`config.mk`:
```
export PLATFORM = sky130hd
export DESIGN_NAME = delay_ram_arbiter
export DESIGN_NICKNAME = d
export VERILOG_FILES = /design/src/rtl/delay_ram_arbiter.sv
export SDC_FILE = /design/constraint.sdc
export NUM_CORES = 1
export LEC_CHECK = 0
export CAP_MARGIN = 20
export CORE_MARGIN = 10
export CORE_UTILIZATION = 38
export CTS_CLUSTER_DIAMETER = 30
export DETAILED_ROUTE_END_ITERATION = 10
export GPL_ROUTABILITY_DRIVEN = 0
export GPL_TIMING_DRIVEN = 1
export PLACE_DENSITY = 0.76
export SLEW_MARGIN = 0
export SYNTH_ARGS = -nofsm -noshare
export SYNTH_HDL_FRONTEND = slang
export SYNTH_SLANG_ARGS = --single-unit
```
`constraint.sdc`:
```
create_clock -name clk -period 1.85 [get_ports clk]
set_input_delay 0.4625 -clock clk [delete_from_list [all_inputs] [get_ports clk]]
set_output_delay 0.4625 -clock clk [all_outputs]
set_load 0.01 [all_outputs]
```
`src/rtl/delay_ram_arbiter.sv`:
```
// delay_ram_arbiter: round-robin sharing of one smart_ram delay line
// among effect taps, with a watchdog on every RAM transaction.

module delay_ram_arbiter #(
   parameter int NUM_CLIENTS = 4,
   parameter int ADDR_WIDTH  = 13,
   parameter int DATA_WIDTH  = 16,
   parameter int TIMEOUT     = 15
) (
   input  logic                              clk,
   input  logic                              rst,
   input  logic [NUM_CLIENTS-1:0]            cli_req,
   input  logic [NUM_CLIENTS-1:0]            cli_we,
   input  logic [NUM_CLIENTS*ADDR_WIDTH-1:0] cli_offset,
   input  logic [NUM_CLIENTS*DATA_WIDTH-1:0] cli_wdata,
   output logic [NUM_CLIENTS-1:0]            cli_ack,
   output logic [DATA_WIDTH-1:0]             cli_rdata,
   output logic                              err,
   output logic                              busy,
   output logic                              ram_wr,
   output logic                              ram_rd,
   output logic [ADDR_WIDTH-1:0]             ram_offset,
   output logic [DATA_WIDTH-1:0]             ram_data_in,
   input  logic [DATA_WIDTH-1:0]             ram_data_out,
   input  logic                              ram_write_finish,
   input  logic                              ram_read_finish,
   input  logic                              ram_available
);

   localparam int IW = $clog2(NUM_CLIENTS);
   localparam int TW = $clog2(TIMEOUT);

   localparam logic [NUM_CLIENTS-1:0] ACK_ONE   = NUM_CLIENTS'(1);
   localparam logic [IW-1:0]          LAST_IDX  = IW'(NUM_CLIENTS - 1);
   localparam logic [TW-1:0]          TIMER_END = TW'(TIMEOUT - 1);

   typedef enum logic [1:0] {
      IDLE,
      ISSUE,
      WAIT,
      ACK
   } state_t;

   state_t                 state;
   logic [IW-1:0]          last_grant;
   logic [IW-1:0]          winner;
   logic                   win_we;
   logic [TW-1:0]          timer;

   logic                   found;
   logic [IW-1:0]          pick;
   logic                   sel_we;
   logic [ADDR_WIDTH-1:0]  sel_off;
   logic [DATA_WIDTH-1:0]  sel_wd;

   // Round-robin pick: indices above last_grant first, then wrap to 0.
   always_comb begin
      found   = 1'b0;
      pick    = '0;
      sel_we  = 1'b0;
      sel_off = '0;
      sel_wd  = '0;
      for (int i = 0; i < NUM_CLIENTS; i++) begin
         if (!found && cli_req[i] && IW'(i) > last_grant) begin
            found   = 1'b1;
            pick    = IW'(i);
            sel_we  = cli_we[i];
            sel_off = cli_offset[i*ADDR_WIDTH +: ADDR_WIDTH];
            sel_wd  = cli_wdata[i*DATA_WIDTH +: DATA_WIDTH];
         end
      end
      for (int i = 0; i < NUM_CLIENTS; i++) begin
         if (!found && cli_req[i] && IW'(i) <= last_grant) begin
            found   = 1'b1;
            pick    = IW'(i);
            sel_we  = cli_we[i];
            sel_off = cli_offset[i*ADDR_WIDTH +: ADDR_WIDTH];
            sel_wd  = cli_wdata[i*DATA_WIDTH +: DATA_WIDTH];
         end
      end
   end

   // Transaction FSM: grant, one-cycle strobe, wait or time out, ack.
   always_ff @(posedge clk) begin
      if (!rst) begin
         state       <= IDLE;
         last_grant  <= LAST_IDX;
         winner      <= '0;
         win_we      <= 1'b0;
         timer       <= '0;
         cli_ack     <= '0;
         cli_rdata   <= '0;
         err         <= 1'b0;
         busy        <= 1'b0;
         ram_wr      <= 1'b0;
         ram_rd      <= 1'b0;
         ram_offset  <= '0;
         ram_data_in <= '0;
      end else begin
         unique case (state)
            IDLE: begin
               if (ram_available && found) begin
                  winner      <= pick;
                  win_we      <= sel_we;
                  ram_offset  <= sel_off;
                  ram_data_in <= sel_wd;
                  ram_wr      <= sel_we;
                  ram_rd      <= !sel_we;
                  busy        <= 1'b1;
                  state       <= ISSUE;
               end
            end
            ISSUE: begin
               ram_wr <= 1'b0;
               ram_rd <= 1'b0;
               timer  <= '0;
               state  <= WAIT;
            end
            WAIT: begin
               if (win_we ? ram_write_finish : ram_read_finish) begin
                  if (!win_we) begin
                     cli_rdata <= ram_data_out;
                  end
                  cli_ack <= ACK_ONE << winner;
                  err     <= 1'b0;
                  state   <= ACK;
               end else if (timer == TIMER_END) begin
                  cli_ack <= ACK_ONE << winner;
                  err     <= 1'b1;
                  state   <= ACK;
               end else begin
                  timer <= timer + TW'(1);
               end
            end
            ACK: begin
               cli_ack    <= '0;
               err        <= 1'b0;
               busy       <= 1'b0;
               last_grant <= winner;
               state      <= IDLE;
            end
            default: state <= IDLE;
         endcase
      end
   end

endmodule
```
* Word-level counts from Yosys, hierarchy flattened
Index checks and enable logic that the tools add are counted.
Storage, ports and cells: memory bits (read-only) 0, memories kept 0, output and inout port bits 53, input bits 145, bits in registers 64, latch bits 0, bits in writable memories 0, logic and storage cells 127
Cells by class: multipliers 0, reductions and logical operators 36, magnitude comparators 8, multiplexer cells 59, shifts and indexed selects 1, bitwise logic cells 1, add/sub/neg operators 1, equality and inequality tests 8, divide/modulo/power cells 0
Operators with widths (number):
- 16-bit 2-to-1 mux | 8
- 13-bit 2-to-1 mux | 8
- 1-bit 2-to-1 mux | 23
- 2-bit 2-to-1 mux | 9
- 1-bit logical AND | 16
- 4-bit 2-to-1 mux | 4
- 4-bit case mux with 2 select lines | 2
- 2-bit AND reduction | 5
- 1-bit logical NOT | 8
- 1-bit case mux with 2 select lines | 4
- 2-bit case mux with 4 select lines | 1
- 2-bit nonzero test | 4
- 2-bit inequality test, second input constant | 3
- 3-bit AND reduction | 2
- 4-bit by 1-bit adder with 4-bit output, second input constant | 1
- 2-bit == test, second input constant | 2
- 4-bit == test, second input constant | 1
- 1-bit by 2-bit > comparator with 1-bit output, first input constant | 2
- 2-bit > comparator, first input constant | 2
- 1-bit by 2-bit <= comparator with 1-bit output, first input constant | 2
- 2-bit <= comparator, first input constant | 2
- 1-bit by 2-bit left shift with 4-bit output, first input constant | 1
- 3-bit inequality test, second input constant | 1
- 2-bit by 1-bit == test with 1-bit output, second input constant | 1
- 2 further kinds | 2

* Logic depth before layout (Yosys ltp)
depth after elaboration 34, mapped depth 9, depth with buffers taken out 7

* Worst setup path before layout
No wires, ideal clock.
path type input -> register, from input port cli_req[2], to register ram_data_in[12], setup time 0.124 ns, arrival time 1.559 ns, stages on the path 8, required time 1.726 ns, buffers on the path 3, path slack 0.166 ns, cells stage by stage buf_4 > o41ai_4 > nor2_2 > buf_6 > buf_6 > o21ai_1 > a21o_1 > a21oi_1
Between the ends: word-level cells in the longest chain between the ends 25, elaborated cells between the ends (all ways) 31, classes of those cells 12 x mux; 19 x reduce/logical
RTL lines:
- from (decl) | RTL line 12 | input logic [NUM_CLIENTS-1:0] cli_req,
- 1-bit logical AND (2 in series) | RTL line 64 | if (!found && cli_req[i] && IW'(i) > last_grant) begin
- 1-bit 2-to-1 mux | RTL line 64
- 1-bit logical NOT | RTL line 64
- 1-bit logical AND (2 in series) | RTL line 64
- 1-bit 2-to-1 mux | RTL line 64
- 1-bit logical NOT | RTL line 73 | if (!found && cli_req[i] && IW'(i) <= last_grant) begin
- 1-bit logical AND (2 in series) | RTL line 73
- 1-bit 2-to-1 mux | RTL line 73
- [... 4 more ...]
- 1-bit logical NOT | RTL line 73
- 1-bit logical AND (2 in series) | RTL line 73
- 1-bit 2-to-1 mux | RTL line 73
- 1-bit logical NOT | RTL line 73
- 1-bit logical AND (2 in series) | RTL line 73
- 1-bit 2-to-1 mux | RTL line 73
- 1-bit logical AND | RTL line 102 | if (ram_available && found) begin
- 2-bit AND reduction (no line)
- to (signal assigned) | RTL line 106 | ram_data_in <= sel_wd;
- to (decl) | RTL line 23 | output logic [DATA_WIDTH-1:0] ram_data_in,
Parallel ways exist; a longest one is shown, timed or not. A chain may end at the register's enable or synchronous reset.

* Worst setup path after layout
from input port cli_req[3], to register state[0]
Between the ends: word-level cells in the longest chain between the ends 22
RTL lines:
- 1-bit logical AND (2 in series) | RTL line 64
- 1-bit 2-to-1 mux | RTL line 64
- 1-bit logical NOT | RTL line 73
- 1-bit logical AND (2 in series) | RTL line 73
- 1-bit 2-to-1 mux | RTL line 73
- 1-bit logical NOT | RTL line 73
- 1-bit logical AND (2 in series) | RTL line 73
- 1-bit 2-to-1 mux | RTL line 73
- 1-bit logical NOT | RTL line 73
- 1-bit logical AND (2 in series) | RTL line 73
- 1-bit 2-to-1 mux | RTL line 73
- 1-bit logical NOT | RTL line 73
- 1-bit logical AND (2 in series) | RTL line 73
- 1-bit 2-to-1 mux (*) | RTL line 73
- 1-bit logical AND (*) | RTL line 102
- 2-bit inequality test (no line) (*)
- 2-bit AND reduction (no line) (*)
- to (signal assigned) | RTL line 86 | state <= IDLE;
- to (signal assigned) | RTL line 110 | state <= ISSUE;
- to (signal assigned) | RTL line 117 | state <= WAIT;
- to (decl) | RTL line 44 | state_t state;
Mark *: on every way between the ends. The rest lies on a longest branch, timed or not.

==> results.sh <==
export IMPL_crit_buf_inv=3
export IMPL_worstPathArrival_ns=2.04
export IMPL_ys_top_cells_by_area="dfxtp_1 (31%), a21oi_1 (9.3%), nand2_1 (7.0%), nand3_1 (4.5%), a221oi_2 (4.4%)"
export IMPL_initial_core_util_pct=39.2
export IMPL_dr_total_vias=5169
export IMPL_worstMarginPinSlew_ns=0.433
export IMPL_synth_area_um2=4090
export IMPL_status="finished, final reports clean"
export IMPL_num_rows=37
export IMPL_cts_tree="yes"
export IMPL_slowest_delay_ns=0.40
export IMPL_placed_cell_area_um2=6390
export IMPL_stdcell_count=876
export IMPL_grt_pass1_vias=5319
export IMPL_synth_main_ff_cell="dfxtp_1"
export IMPL_drv_cap=0
export IMPL_ir_drop_mv=0.434
export IMPL_clock_skew_ns=0.0140
export IMPL_crit_fanout=6
export IMPL_holdCritPathClass="reg2reg"
export IMPL_wl_per_cell_um=20.5
export IMPL_finalPower_w=0.00615
export IMPL_hold_viol=0
export IMPL_clock_sinks=64
export IMPL_synth_seq_cells=64
export IMPL_clk_pin_slew_ns=0.08
export IMPL_hold_buffers=0
export IMPL_ctsHtreeMaxLevel=3
export IMPL_die_h_um=124
export IMPL_yosysTopAreaCellShare_pct=31.4
export IMPL_port_buffers=197
export IMPL_path_cells="dlygate4sd2_1, buf_4, o41ai_4, buf_4, nand2_1, and2_1, o221a_2"
export IMPL_cp_start_kind="primary input"
export IMPL_drv_slew=0
export IMPL_grtUsageTotal_pct=22.0
export IMPL_cts_root_buf="clkbuf_8"
export IMPL_period_share_pct=96.3
export IMPL_max_freq_mhz=561
export IMPL_wl_mm=17.9
export IMPL_yosys_area_top_type="dfxtp_1"
export IMPL_post_route_cell_area_um2=6730
export IMPL_holdWs_ns=0.459
export IMPL_worstPathRequired_ns=2.10
export IMPL_drc=0
export IMPL_syn_inst=521
export IMPL_drtIter0Drc=509
export IMPL_synth_edf_count=0
export IMPL_grt_overflow=0
export IMPL_synthArstFlopShare_pct=0
export IMPL_crit_type="in2reg"
export IMPL_drive_above_1_share_pct=14.0
export IMPL_synth_fp_nets=672
export IMPL_fin_nets=883
export IMPL_hpwlAfterDp_mm=13.4
export IMPL_clkLatencyLatePin_ns=0.36
export IMPL_synth_area_per_cell_um2=7.84
export IMPL_slowest_stage="o41ai_4"
export IMPL_slew_headroom_pct=70.8
export IMPL_ys_warn_count=0
export IMPL_finalSetupViolations=0
export IMPL_antenna_found_initial=2
export IMPL_rsz0062_at_grt="false"
export IMPL_syn_to_final_growth_pct=64.7
export IMPL_core_um2=10400
export IMPL_grt_start_max_net_pins=43
export IMPL_grt_pass1_wl_mm=27.1
export IMPL_critPathTopFamily="buffers and inverters"
export IMPL_clockBufferDepth=2
export IMPL_boundaryPins=198
export IMPL_p_per_area_nw_per_um2=914
export IMPL_seq_area_frac_synth_pct=31.4
export IMPL_synthTopCellsByCount="a21oi_1 (76), nand2_1 (76), dfxtp_1 (64)"
export IMPL_postRouteAntennaNets=0
export IMPL_first_pass_iters=6
export IMPL_die_w_um=124
export IMPL_cts_inserted_buffers=9
export IMPL_ys_types=57
export IMPL_critical_path_most_common_cell="buf_4"
export IMPL_period_minus_slack_ns=1.78
export IMPL_cp_end_kind="flip-flop"
export IMPL_leakagePower_nw=2.44
export IMPL_avgViaCountPerCell=5.90
export IMPL_place_inst=852
export IMPL_die_area_um2=15300
==> registers in the layout, indices dropped and copies added (netlist names), 2 cells and up <==
register	cells
cli_ack	4
cli_rdata	16
last_grant	2
ram_data_in	16
ram_offset	13
state	2
timer	4
winner	2
==> final cells by class <==
type	instances	area [um2]
repair buffers	248	2490
clock inverters	5	56.3
flip-flops and latches	64	1280
clock buffers	11	141
well taps	136	170
fillers	898	3690
inverters	6	22.5
diodes	3	7.51
multi-input cells	403	2560
==> power by group <==
| part | internal, W | total (W) | switching [W] |
|---|---|---|---|
| combinational | 0.00151 | 0.00297 | 0.00146 |
| sequential | 0.00169 | 0.00190 | 0.000203 |
| clock | 0.000658 | 0.00128 | 0.000622 |
==> worst reg2reg max path, stage by stage, from the launching register on <==
cell	delay [ns]
dfxtp_2	0.37
nand2b_2	0.21
a22oi_2	0.26
nor3b_4	0.09
buf_4	0.17
buf_6	0.13
a221oi_1	0.32
a21oi_1	0.10
==> stage by stage <==
step	setup WS (ns)	setup TNS (ns)	util [%]
detailed placement	-0.526	-17.25	61.4
global route	0.00219	0	64.6
CTS	0.0147	0	64.1
floorplan	0.166	0	-
finish	0.0682	0	64.6
global placement	-0.439	-14.12	61.4
==> worst paths after layout <==
check	start	to	slack, ns	cells past startpoint
setup / recovery	cli_req[3]	state[0]	0.07	7
hold / removal	cli_rdata[5]	cli_rdata[5]	0.46	2
setup reg to reg	last_grant[0]	ram_offset[10]	0.08	7
hold reg to reg	cli_rdata[5]	cli_rdata[5]	0.46	2
==> routing by layer <==
metal | track usage [%] | share of wire (%) | routed length (um)
met5 | 0 | 0 | 0
met4 | 7.28 | 2.2 | 394
met3 | 9.19 | 12 | 2130
met2 | 37.0 | 47 | 8490
met1 | 24.7 | 39 | 6910
==> layout by cell type (no fill, tap or decap), types with 9 or more instances in the layout <==
| cell type | synthesis | final |
|---|---|---|
| a21oi_1 | 76 | 76 |
| o22ai_1 | 20 | 20 |
| clkbuf_8 | 0 | 10 |
| nand2_1 | 76 | 76 |
| o21ai_0 | 32 | 31 |
| clkdlybuf4s50_1 | 0 | 192 |
| a221oi_2 | 12 | 14 |
| a221oi_1 | 17 | 15 |
| nand3_1 | 37 | 36 |
| buf_4 | 5 | 35 |
| a21boi_0 | 18 | 18 |
| a21o_1 | 21 | 21 |
| a31oi_1 | 9 | 9 |
| dfxtp_1 | 64 | 62 |
==> cell families after synthesis <==
| logic type | Yosys count | synth area share [%] |
|---|---|---|
| AND/OR/NAND/NOR | 155 | 18.2 |
| adder cells (fa/ha/maj) | 6 | 1.84 |
| AO/OA/AOI/OAI | 237 | 40.0 |
| XOR/XNOR | 1 | 0.214 |
| buffers and inverters | 54 | 7.38 |
| multiplexers | 4 | 0.980 |
| flip-flops | 64 | 31.4 |
==> repair_timing <==
action	in CTS	in global routing
setup endpoints to repair	35	33
gates cloned	1	1
pin swaps	5	1
gates resized for setup	15	8
setup buffers	3	0
Power figures use the tool's default switching activity.
